===== src/rtl/cnn_pkg.sv =====
// Shared stage encodings and widths for the CNN layer sequencer.
package cnn_pkg;

  localparam int STAGE_W = 3;

  typedef enum logic [STAGE_W-1:0] {
    SEQ_IDLE = 3'd0,
    SEQ_CONV = 3'd1,
    SEQ_POOL = 3'd2,
    SEQ_FC   = 3'd3,
    SEQ_LOSS = 3'd4,
    SEQ_DONE = 3'd5,
    SEQ_ERR  = 3'd7
  } seq_state_t;

  function automatic logic is_engine_stage(input seq_state_t s);
    return (s == SEQ_CONV) || (s == SEQ_POOL) || (s == SEQ_FC) || (s == SEQ_LOSS);
  endfunction

  function automatic logic is_busy_state(input seq_state_t s);
    return is_engine_stage(s) || (s == SEQ_DONE);
  endfunction

endpackage


===== src/rtl/seq_watchdog.sv =====
// Per-stage watchdog: counts active cycles from each start-pulse cycle (value 0 there)
// and flags the cycle in which the count reaches TIMEOUT_CYCLES-1.
module seq_watchdog #(
  parameter int unsigned TIMEOUT_CYCLES = 4096
) (
  input  logic clk,
  input  logic rst,
  input  logic restart_i,
  input  logic active_i,
  output logic expire_o
);

  localparam int CW = $clog2(TIMEOUT_CYCLES) + 1;
  localparam logic [CW-1:0] LIMIT = CW'(TIMEOUT_CYCLES - 1);

  logic [CW-1:0] cnt_q;
  logic [CW-1:0] cnt_d;

  // restart_i arrives one cycle ahead so the start-pulse cycle already reads zero
  always_comb begin
    cnt_d = cnt_q;
    if (restart_i) begin
      cnt_d = '0;
    end else if (active_i && (cnt_q != LIMIT)) begin
      cnt_d = cnt_q + CW'(1);
    end
  end

  always_ff @(posedge clk) begin
    if (rst) begin
      cnt_q <= '0;
    end else begin
      cnt_q <= cnt_d;
    end
  end

  assign expire_o = active_i && (cnt_q == LIMIT);

endmodule


===== src/rtl/cnn_layer_sequencer.sv =====
// Sequences CONV -> POOL -> FC -> (LOSS) engines with one-cycle start pulses and registered status.
// Optional per-stage watchdog and sticky error when SEQ_TIMEOUT_EN is defined.
module cnn_layer_sequencer
  import cnn_pkg::*;
#(
  parameter int unsigned TIMEOUT_CYCLES = 4096,
  parameter int unsigned CNT_W          = 32
) (
  input  logic               clk,
  input  logic               rst,
  input  logic               start,
  input  logic               train_mode,
  input  logic               abort,
  input  logic               conv_done,
  input  logic               pool_done,
  input  logic               fc_done,
  input  logic               loss_done,
  output logic               conv_start,
  output logic               pool_start,
  output logic               fc_start,
  output logic               loss_start,
  output logic               busy,
  output logic               done,
  output logic               error,
  output logic [STAGE_W-1:0] stage,
  output logic [CNT_W-1:0]   cycle_count
);

  seq_state_t       state_q;
  seq_state_t       state_d;
  logic             train_q;
  logic             conv_start_q;
  logic             pool_start_q;
  logic             fc_start_q;
  logic             loss_start_q;
  logic             busy_q;
  logic             done_q;
  logic [CNT_W-1:0] cnt_q;
  logic             stage_done;
  logic             run_accept;
  logic             enter_stage;
  logic             wd_expire;

  always_comb begin
    stage_done = 1'b0;
    case (state_q)
      SEQ_CONV: stage_done = conv_done;
      SEQ_POOL: stage_done = pool_done;
      SEQ_FC:   stage_done = fc_done;
      SEQ_LOSS: stage_done = loss_done;
      default:  stage_done = 1'b0;
    endcase
  end

  assign run_accept = !abort && start && ((state_q == SEQ_IDLE) || (state_q == SEQ_ERR));

  // abort outranks everything; a done in the watchdog limit cycle beats the timeout
  always_comb begin
    state_d = state_q;
    if (abort) begin
      state_d = SEQ_IDLE;
    end else begin
      case (state_q)
        SEQ_IDLE, SEQ_ERR: if (start) state_d = SEQ_CONV;
        SEQ_CONV: begin
          if (stage_done)     state_d = SEQ_POOL;
          else if (wd_expire) state_d = SEQ_ERR;
        end
        SEQ_POOL: begin
          if (stage_done)     state_d = SEQ_FC;
          else if (wd_expire) state_d = SEQ_ERR;
        end
        SEQ_FC: begin
          if (stage_done)     state_d = train_q ? SEQ_LOSS : SEQ_DONE;
          else if (wd_expire) state_d = SEQ_ERR;
        end
        SEQ_LOSS: begin
          if (stage_done)     state_d = SEQ_DONE;
          else if (wd_expire) state_d = SEQ_ERR;
        end
        SEQ_DONE: state_d = SEQ_IDLE;
        default:  state_d = SEQ_IDLE;
      endcase
    end
  end

  assign enter_stage = is_engine_stage(state_d) && (state_d != state_q);

  always_ff @(posedge clk) begin
    if (rst) begin
      state_q      <= SEQ_IDLE;
      train_q      <= 1'b0;
      conv_start_q <= 1'b0;
      pool_start_q <= 1'b0;
      fc_start_q   <= 1'b0;
      loss_start_q <= 1'b0;
      busy_q       <= 1'b0;
      done_q       <= 1'b0;
      cnt_q        <= '0;
    end else begin
      state_q      <= state_d;
      conv_start_q <= enter_stage && (state_d == SEQ_CONV);
      pool_start_q <= enter_stage && (state_d == SEQ_POOL);
      fc_start_q   <= enter_stage && (state_d == SEQ_FC);
      loss_start_q <= enter_stage && (state_d == SEQ_LOSS);
      busy_q       <= is_busy_state(state_d);
      done_q       <= (state_d == SEQ_DONE);
      // the counter includes the cycle it is displayed in, so the first CONV cycle reads 1
      if (run_accept) begin
        train_q <= train_mode;
        cnt_q   <= CNT_W'(1);
      end else if (is_busy_state(state_d) && (cnt_q != '1)) begin
        cnt_q <= cnt_q + CNT_W'(1);
      end
    end
  end

`ifdef SEQ_TIMEOUT_EN
  logic error_q;

  seq_watchdog #(
    .TIMEOUT_CYCLES(TIMEOUT_CYCLES)
  ) u_watchdog (
    .clk      (clk),
    .rst      (rst),
    .restart_i(enter_stage),
    .active_i (is_engine_stage(state_q)),
    .expire_o (wd_expire)
  );

  always_ff @(posedge clk) begin
    if (rst) begin
      error_q <= 1'b0;
    end else if (abort || run_accept) begin
      error_q <= 1'b0;
    end else if ((state_d == SEQ_ERR) && (state_q != SEQ_ERR)) begin
      error_q <= 1'b1;
    end
  end

  assign error = error_q;
`else
  assign wd_expire = 1'b0;
  assign error     = 1'b0;
`endif

  assign conv_start  = conv_start_q;
  assign pool_start  = pool_start_q;
  assign fc_start    = fc_start_q;
  assign loss_start  = loss_start_q;
  assign busy        = busy_q;
  assign done        = done_q;
  assign stage       = state_q;
  assign cycle_count = cnt_q;

endmodule


===== config.mk =====
export PLATFORM = sky130hd
export DESIGN_NAME = cnn_layer_sequencer
export DESIGN_NICKNAME = d
export VERILOG_FILES = /design/src/rtl/cnn_pkg.sv /design/src/rtl/seq_watchdog.sv /design/src/rtl/cnn_layer_sequencer.sv
export SDC_FILE = /design/constraint.sdc
export NUM_CORES = 1
export LEC_CHECK = 0
export CAP_MARGIN = 30
export CORE_MARGIN = 2
export CORE_UTILIZATION = 46
export DETAILED_ROUTE_END_ITERATION = 10
export MAX_ROUTING_LAYER = met4
export PLACE_DENSITY = 0.73
export SYNTH_ARGS = -nofsm -noshare
export SYNTH_HDL_FRONTEND = slang
export SYNTH_HIERARCHICAL = 1
export SYNTH_SLANG_ARGS = --single-unit

===== constraint.sdc =====
create_clock -name clk -period 2.1 [get_ports clk]
set_input_delay 0.525 -clock clk [delete_from_list [all_inputs] [get_ports clk]]
set_output_delay 0.525 -clock clk [all_outputs]
set_load 0.005 [all_outputs]

Yosys cells after proc, flatten, opt, wreduce, memory -nomap -nowiden
Cells that the tools add are included.
- $add $sub $neg: 1
- equal/unequal tests: 12
- muxes and demuxes: 11
- reduce and logical (&&, ||, !) cells: 18
- operators with widths (kind ; number):
    $add 32x1->32 const B ; 1
    $ne 32x32->1 const B ; 1
    $mux 3 ; 6
    $pmux 3 s5 ; 1
    $eq 3x2->1 const B ; 4
    $eq 3x3->1 const B ; 4
    $logic_and 1x1->1 ; 8
    $eq 3x1->1 const B ; 2
    $logic_or 1x1->1 ; 5
    $pmux 1 s4 ; 1
    $reduce_or 2->1 ; 2
    $logic_not 3->1 ; 1
    $mux 1 ; 3
    $ne 3x3->1 ; 1
    $reduce_bool 2->1 ; 1
    $logic_not 1->1 ; 1
- bits in registers: 42
- input bits: 9
- logic and storage cells: 52

Logic depth before layout (Yosys ltp)
- depth after elaboration: 13
- gate-level depth with buffers: 9

Least setup slack after synthesis
No wires, ideal clock.
- path kind: flip-flop to flip-flop
- start: register cnt_q[0] (netlist: cycle_count[0])
- end: register cnt_q[14] (netlist: cycle_count[14])
- arrival time: 2022 ps
- required time: 2041 ps
- setup slack: 18 ps
- stages on the path, launching flop included: 9
- buffers on the path: 1
- path through: dfxtp_1 > ha_1 > and2_1 > buf_2 > and3_1 > and4_4 > or3_1 > or4_1 > nand2_1
- cells in the longest elaborated chain, start to end: 2
- elaborated cells between the ends (all ways): 3
- classes of those cells: add/sub: 1; eq/ne: 1; reduce/logical: 1
- RTL lines (what ; RTL line ; RTL):
    from (decl) ; cnn_layer_sequencer.sv:38 ; logic [CNT_W-1:0] cnt_q;
    from (signal assigned) ; cnn_layer_sequencer.sv:113 ; cnt_q <= cnt_q + CNT_W'(1);
    parallel branches: the longest is 2 deep, another holds $add 32x1->32 ; -- ;
Several ways; the timed one is not identified.
A chain may end at the register's enable or synchronous reset.

Final worst setup path
- start: input start
- end: register cnt_q[0] (netlist: cycle_count[0])
- cells in the longest elaborated chain, start to end: 10
- elaborated cells between the ends (all ways): 17
- classes of those cells: eq/ne: 5; mux: 4; reduce/logical: 8
- RTL lines (what ; RTL line ; RTL):
    from (decl) ; cnn_layer_sequencer.sv:11 ; input logic start,
    $mux 3 ; cnn_layer_sequencer.sv:64 ; SEQ_IDLE, SEQ_ERR: if (start) state_d = SEQ_CONV;
    $pmux 3 s5 ; cnn_layer_sequencer.sv:63 ; case (state_q)
    $mux 3 ; cnn_layer_sequencer.sv:60 ; if (abort) begin
    $eq 3x1->1 / $eq 3x2->1 (equally long branches) ; cnn_pkg.sv:17 ; return (s == SEQ_CONV) || (s == SEQ_POOL) || (s == SEQ_FC) || (s == SEQ_LOSS);
    $logic_or 1x1->1 (3 in a row) ; cnn_pkg.sv:17 ;
    $logic_or 1x1->1 ; cnn_pkg.sv:21 ; return is_engine_stage(s) || (s == SEQ_DONE);
    $logic_and 1x1->1 ; cnn_layer_sequencer.sv:112 ; end else if (is_busy_state(state_d) && (cnt_q != '1)) begin
    $reduce_bool 2->1 (no line) ; -- ;
Parallel ways exist; a longest one is shown, timed or not.

==> flow_summary.html <==
<table>
<tr><th>Metric</th><th>Value</th></tr>
<tr><th colspan="2">Run status</th></tr>
<tr><td>Status</td><td>completed</td></tr>
<tr><th colspan="2">Yosys</th></tr>
<tr><td>Number of warnings printed during yosys synthesis</td><td>6</td></tr>
<tr><td>Average footprint of a synthesized cell</td><td>8.62 um^2</td></tr>
<tr><td>Netlist cell types</td><td>59</td></tr>
<tr><td>Share of flip-flops with an asynchronous set or reset after synthesis</td><td>0</td></tr>
<tr><td>EDFF count, synth</td><td>0</td></tr>
<tr><td>Combined area of all synthesized cells</td><td>0.00234 mm^2</td></tr>
<tr><td>Synthesis-stage register bit count</td><td>42</td></tr>
<tr><td>Dominant register cell in the synthesized netlist</td><td>sky130_fd_sc_hd__dfxtp_1</td></tr>
<tr><td>Gate count after technology mapping</td><td>271</td></tr>
<tr><td>Mapped Nets</td><td>281</td></tr>
<tr><td>Sequential cell area fraction in the yosys report</td><td>0.360</td></tr>
<tr><th colspan="2">Run</th></tr>
<tr><td>Max-cap violation count</td><td>0</td></tr>
<tr><th colspan="2">Drt</th></tr>
<tr><td>Detailed-route via count</td><td>2,426</td></tr>
<tr><td>Detailed-routing iteration count for the pre-antenna-repair pass</td><td>4</td></tr>
<tr><td>Antenna-violating nets left</td><td>0</td></tr>
<tr><td>Drt wl/cell</td><td>15.3 um</td></tr>
<tr><td>Violation count after the first detailed-routing iteration</td><td>132</td></tr>
<tr><td>Drt drc</td><td>0</td></tr>
<tr><td>Total length of routed wires</td><td>6450 um</td></tr>
<tr><td>Vias per inst</td><td>5.75</td></tr>
<tr><th colspan="2">Worst setup path</th></tr>
<tr><td>Cell-by-cell listing of the critical path</td><td>clkdlybuf4s15_1 &gt; and4b_2 &gt; a211oi_4 &gt; nand2_4 &gt; o21ai_4 &gt; clkbuf_16 &gt; nor3_1 &gt; o31a_1</td></tr>
<tr><td>Worst reg2reg path endpoint</td><td>cycle_count[15]</td></tr>
<tr><td>Max Fanout on Critical Path</td><td>6</td></tr>
<tr><td>Worst setup EP type</td><td>flip-flop</td></tr>
<tr><td>Crit start category</td><td>input port</td></tr>
<tr><td>Launch instance of the worst register-to-register path</td><td>stage[1]</td></tr>
<tr><td>Setup slack of the most critical reg-to-reg path</td><td>0.05 ns</td></tr>
<tr><td>Path depth of the worst reg2reg path</td><td>8</td></tr>
<tr><td>Required time reported for the critical path endpoint</td><td>2.28 ns</td></tr>
<tr><td>Startpoint-to-endpoint class of the critical path</td><td>in -&gt; reg</td></tr>
<tr><td>Critical Path End</td><td>cycle_count[0]</td></tr>
<tr><td>Data arrival time of the critical path</td><td>2.22 ns</td></tr>
<tr><td>Highest cell delay on the worst timing path</td><td>0.29 ns</td></tr>
<tr><td>Number of buffer and inverter instances along the worst setup path</td><td>2</td></tr>
<tr><td>Cell type of the slowest stage on the worst timing path</td><td>sky130_fd_sc_hd__o21ai_4</td></tr>
<tr><td>Launching element of the worst setup path</td><td>start</td></tr>
<tr><td>Worst path top cell family by delay</td><td>compound AO/OA/AOI/OAI gates</td></tr>
<tr><td>Number of cells on the critical path</td><td>8</td></tr>
<tr><th colspan="2">Layout</th></tr>
<tr><td>Area overhead of the layout relative to synthesis</td><td>45.0%</td></tr>
<tr><td>Number of fill cells in the layout</td><td>401</td></tr>
<tr><td>Fraction of the core area covered by cells at the end of the flow</td><td>0.703</td></tr>
<tr><td>Most frequent standard cell in the layout excluding fill and tap cells</td><td>sky130_fd_sc_hd__clkdlybuf4s50_1</td></tr>
<tr><td>Area of the multi-input gates</td><td>0.00143 mm^2</td></tr>
<tr><td>Non-filler instance count after layout</td><td>422</td></tr>
<tr><td>Fraction of final layout cells with drive strength greater than 1</td><td>0.251</td></tr>
<tr><td>Register Area</td><td>850 um^2</td></tr>
<tr><td>Ant. Diodes</td><td>0</td></tr>
<tr><td>Commonest cells after routing, fill and taps aside</td><td>45 x sky130_fd_sc_hd__clkdlybuf4s50_1, 39 x sky130_fd_sc_hd__dfxtp_1, 36 x sky130_fd_sc_hd__buf_4</td></tr>
<tr><td>Number of nets in the layout</td><td>364</td></tr>
<tr><th colspan="2">Timing</th></tr>
<tr><td>Smallest setup slack after layout</td><td>0.0528 ns</td></tr>
<tr><td>Max Slew Vio Count</td><td>0</td></tr>
<tr><td>Hold Worst Slack</td><td>0.501 ns</td></tr>
<tr><td>Upper clock frequency limit</td><td>0.488 GHz</td></tr>
<tr><td>Count of endpoints failing setup in the final report</td><td>0</td></tr>
<tr><td>Slew at the pin closest to its max-slew limit</td><td>0.535 ns</td></tr>
<tr><td>Slew headroom</td><td>0.640</td></tr>
<tr><td>Setup Skew</td><td>0.0113 ns</td></tr>
<tr><td>Period Utilization, post-route</td><td>0.975</td></tr>
<tr><td>Post-route minimum period</td><td>2.05 ns</td></tr>
<tr><td>Final Hold Vio Count</td><td>0</td></tr>
<tr><th colspan="2">Global routing</th></tr>
<tr><td>Global-route wire length before repair</td><td>10,200 um</td></tr>
<tr><td>Largest net degree at the start of global routing</td><td>16</td></tr>
<tr><td>Vias in the first global route</td><td>2,197</td></tr>
<tr><td>Remaining Overflow, GRT</td><td>0</td></tr>
<tr><td>Initial antenna violation count</td><td>0</td></tr>
<tr><td>GRT Resource Usage Total</td><td>0.242</td></tr>
<tr><th colspan="2">Clock network</th></tr>
<tr><td>Clk root buf</td><td>sky130_fd_sc_hd__clkbuf_8</td></tr>
<tr><td>Maximum level of the CTS H-tree</td><td>2</td></tr>
<tr><td>TritonCTS clock tree</td><td>built</td></tr>
<tr><td>Clock-pin slew on the worst setup and hold paths</td><td>0.08 ns</td></tr>
<tr><td>Number of sinks driven by the clock tree</td><td>42</td></tr>
<tr><td>Number of buffers added by the clock tree synthesis step</td><td>5</td></tr>
<tr><td>Maximum buffer depth of the clock tree</td><td>2</td></tr>
<tr><td>Insertion delay of the later-clocked pin in the worst-skew pair</td><td>0.29 ns</td></tr>
<tr><th colspan="2">Power</th></tr>
<tr><td>Fraction of power consumed by sequential logic</td><td>0.498</td></tr>
<tr><td>Internal portion of total power</td><td>1.26 mW</td></tr>
<tr><td>Total net switching power</td><td>365 uW</td></tr>
<tr><td>Switching fraction of total power</td><td>0.225</td></tr>
<tr><td>Combinational share of power</td><td>0.119</td></tr>
<tr><td>Pwr Density</td><td>479 mW/mm^2</td></tr>
<tr><td>Leakage power total</td><td>1.25 nW</td></tr>
<tr><td>Relative contribution of the clock network to total power</td><td>0.384</td></tr>
<tr><td>IR drop worst, VDD</td><td>0.314 mV</td></tr>
<tr><th colspan="2">Place</th></tr>
<tr><td>Worst slack at placement</td><td>-0.480 ns</td></tr>
<tr><td>DP Wirelength</td><td>4400 um</td></tr>
<tr><td>Placed insts</td><td>406</td></tr>
<tr><td>Count of port buffers added during placement</td><td>49</td></tr>
<tr><td>GP Congestion</td><td>0.834</td></tr>
<tr><th colspan="2">Die</th></tr>
<tr><td>Die Area</td><td>0.00566 mm^2</td></tr>
<tr><td>Initial cell density of the core</td><td>0.485</td></tr>
<tr><td>I/O pin count</td><td>51</td></tr>
<tr><td>Placement row count</td><td>25</td></tr>
<tr><td>Core area</td><td>0.00482 mm^2</td></tr>
<tr><td>Die Wd</td><td>75.3 um</td></tr>
<tr><td>Height of the chip</td><td>75.3 um</td></tr>
<tr><th colspan="2">Min path</th></tr>
<tr><td>Hold crit path type</td><td>reg -&gt; reg</td></tr>
</table>
-- per-stage QoR --
| step | power [mW] | instance area, um^2 | setup TNS (ns) |
|---|---|---|---|
| detailed placement | 0.977 | 3080 | -11.20 |
| global route | 1.69 | 3390 | -0.00680 |
| floorplan | 0.910 | 2340 | 0 |
| finish | 1.62 | 3390 | 0 |
| global placement | 0.974 | 3080 | -8.46 |
| CTS | 1.62 | 3270 | -0.0679 |
-- worst reg2reg max path, cell delays in order, from the launching register on --
cell                      delay (ns)
sky130_fd_sc_hd__dfxtp_4        0.39
sky130_fd_sc_hd__or3b_4         0.41
sky130_fd_sc_hd__nor3b_4        0.17
sky130_fd_sc_hd__nand2_4        0.10
sky130_fd_sc_hd__o21ai_4        0.11
sky130_fd_sc_hd__buf_12         0.15
sky130_fd_sc_hd__buf_16         0.14
sky130_fd_sc_hd__or4_1          0.47
sky130_fd_sc_hd__nand2_1        0.07
-- power groups by stage --
| stage | sequential (mW) | clock (mW) | combinational (mW) |
|---|---|---|---|
| CTS | 0.810 | 0.638 | 0.173 |
| floorplan | 0.828 | 0 | 0.0817 |
| finish | 0.808 | 0.623 | 0.193 |
| detailed placement | 0.828 | 0 | 0.149 |
| global route | 0.809 | 0.678 | 0.206 |
| global placement | 0.828 | 0 | 0.147 |
-- state kept, by name (all words and copies together) (netlist names) --
name	cells
pool_start	1
done	1
loss_start	1
cycle_count	32
fc_start	1
conv_start	1
train_q	1
busy	1
stage	3
-- kinds of logic (layout without fill, tap and decap cells) --
kind of cell	Yosys count	in the layout	synth area share
AO/OA/AOI/OAI	68	68	0.203
XOR/XNOR	3	3	0.0113
multiplexers	1	1	0.00429
flip-flops	42	42	0.360
other	1	1	0.00161
buffers and inverters	22	106	0.0557
adder cells (fa/ha/maj)	1	1	0.00536
AND/OR/NAND/NOR	133	133	0.359
-- timing repair --
action / CTS / global route
cloned: 1 / 1
pin swaps: 2 / 17
buffers inserted: 3 / 3
gates resized for setup: 8 / 24
setup endpoints to repair: 26 / 28
hold buffers: 0 / 0
-- final cells by class --
type                       count  share of cell area
timing repair buffer          92               0.263
clock inverter                 1             0.00887
multi-input combinational    207               0.423
sequential                    42               0.251
clock buffer                   7              0.0225
inverter                       6             0.00665
tap                           67              0.0248
-- per-layer routing --
metal / vias to the layer above / GRT usage / share of wire
met5: - / - / 0
met4: 0 / 0.0702 / 0.0091
met3: 4 / 0.0469 / 0.051
met2: 73 / 0.373 / 0.49
met1: 1155 / 0.323 / 0.45
li1: 1194 / - / -
-- cells in the mapped netlist, types with 2 or more instances --
cell | n | area share
sky130_fd_sc_hd__a21o_1 | 2 | 0.0064
sky130_fd_sc_hd__inv_1 | 6 | 0.0096
sky130_fd_sc_hd__or4_4 | 4 | 0.019
sky130_fd_sc_hd__buf_6 | 3 | 0.014
sky130_fd_sc_hd__and3_1 | 8 | 0.021
sky130_fd_sc_hd__o21ai_1 | 2 | 0.0043
sky130_fd_sc_hd__buf_4 | 5 | 0.016
sky130_fd_sc_hd__nand2_1 | 23 | 0.037
sky130_fd_sc_hd__o21a_1 | 4 | 0.013
sky130_fd_sc_hd__nand4_1 | 9 | 0.024
sky130_fd_sc_hd__and4b_1 | 2 | 0.0086
sky130_fd_sc_hd__nor3b_1 | 2 | 0.0064
sky130_fd_sc_hd__or3_1 | 7 | 0.019
sky130_fd_sc_hd__clkbuf_1 | 2 | 0.0032
sky130_fd_sc_hd__nand2b_1 | 3 | 0.0080
sky130_fd_sc_hd__a31o_2 | 2 | 0.0075
sky130_fd_sc_hd__nand3_1 | 18 | 0.039
sky130_fd_sc_hd__o31ai_1 | 9 | 0.029
sky130_fd_sc_hd__a21oi_2 | 4 | 0.015
sky130_fd_sc_hd__a21oi_1 | 19 | 0.041
sky130_fd_sc_hd__dfxtp_1 | 42 | 0.36
sky130_fd_sc_hd__o21ai_0 | 7 | 0.015
sky130_fd_sc_hd__nor3_1 | 3 | 0.0064
sky130_fd_sc_hd__or4_1 | 14 | 0.045
sky130_fd_sc_hd__nor2_1 | 14 | 0.022
sky130_fd_sc_hd__and2_1 | 4 | 0.011
sky130_fd_sc_hd__buf_2 | 5 | 0.011
sky130_fd_sc_hd__o31a_1 | 2 | 0.0075
sky130_fd_sc_hd__xor2_1 | 2 | 0.0075
sky130_fd_sc_hd__o211ai_1 | 9 | 0.029
sky130_fd_sc_hd__and4_1 | 7 | 0.026
-- worst min path at each step --
stage,depth (start not counted),start,endpoint
5_1_grt,2,cycle_count[28],cycle_count[28]
4_1_cts,2,cycle_count[28],cycle_count[28]
3_5_place_dp,2,cycle_count[28],cycle_count[28]
2_1_floorplan,2,train_q,train_q
3_3_place_gp,2,cycle_count[28],cycle_count[28]
6_report,2,cycle_count[28],cycle_count[28]
Note: power is estimated with default switching activity, not from simulation.
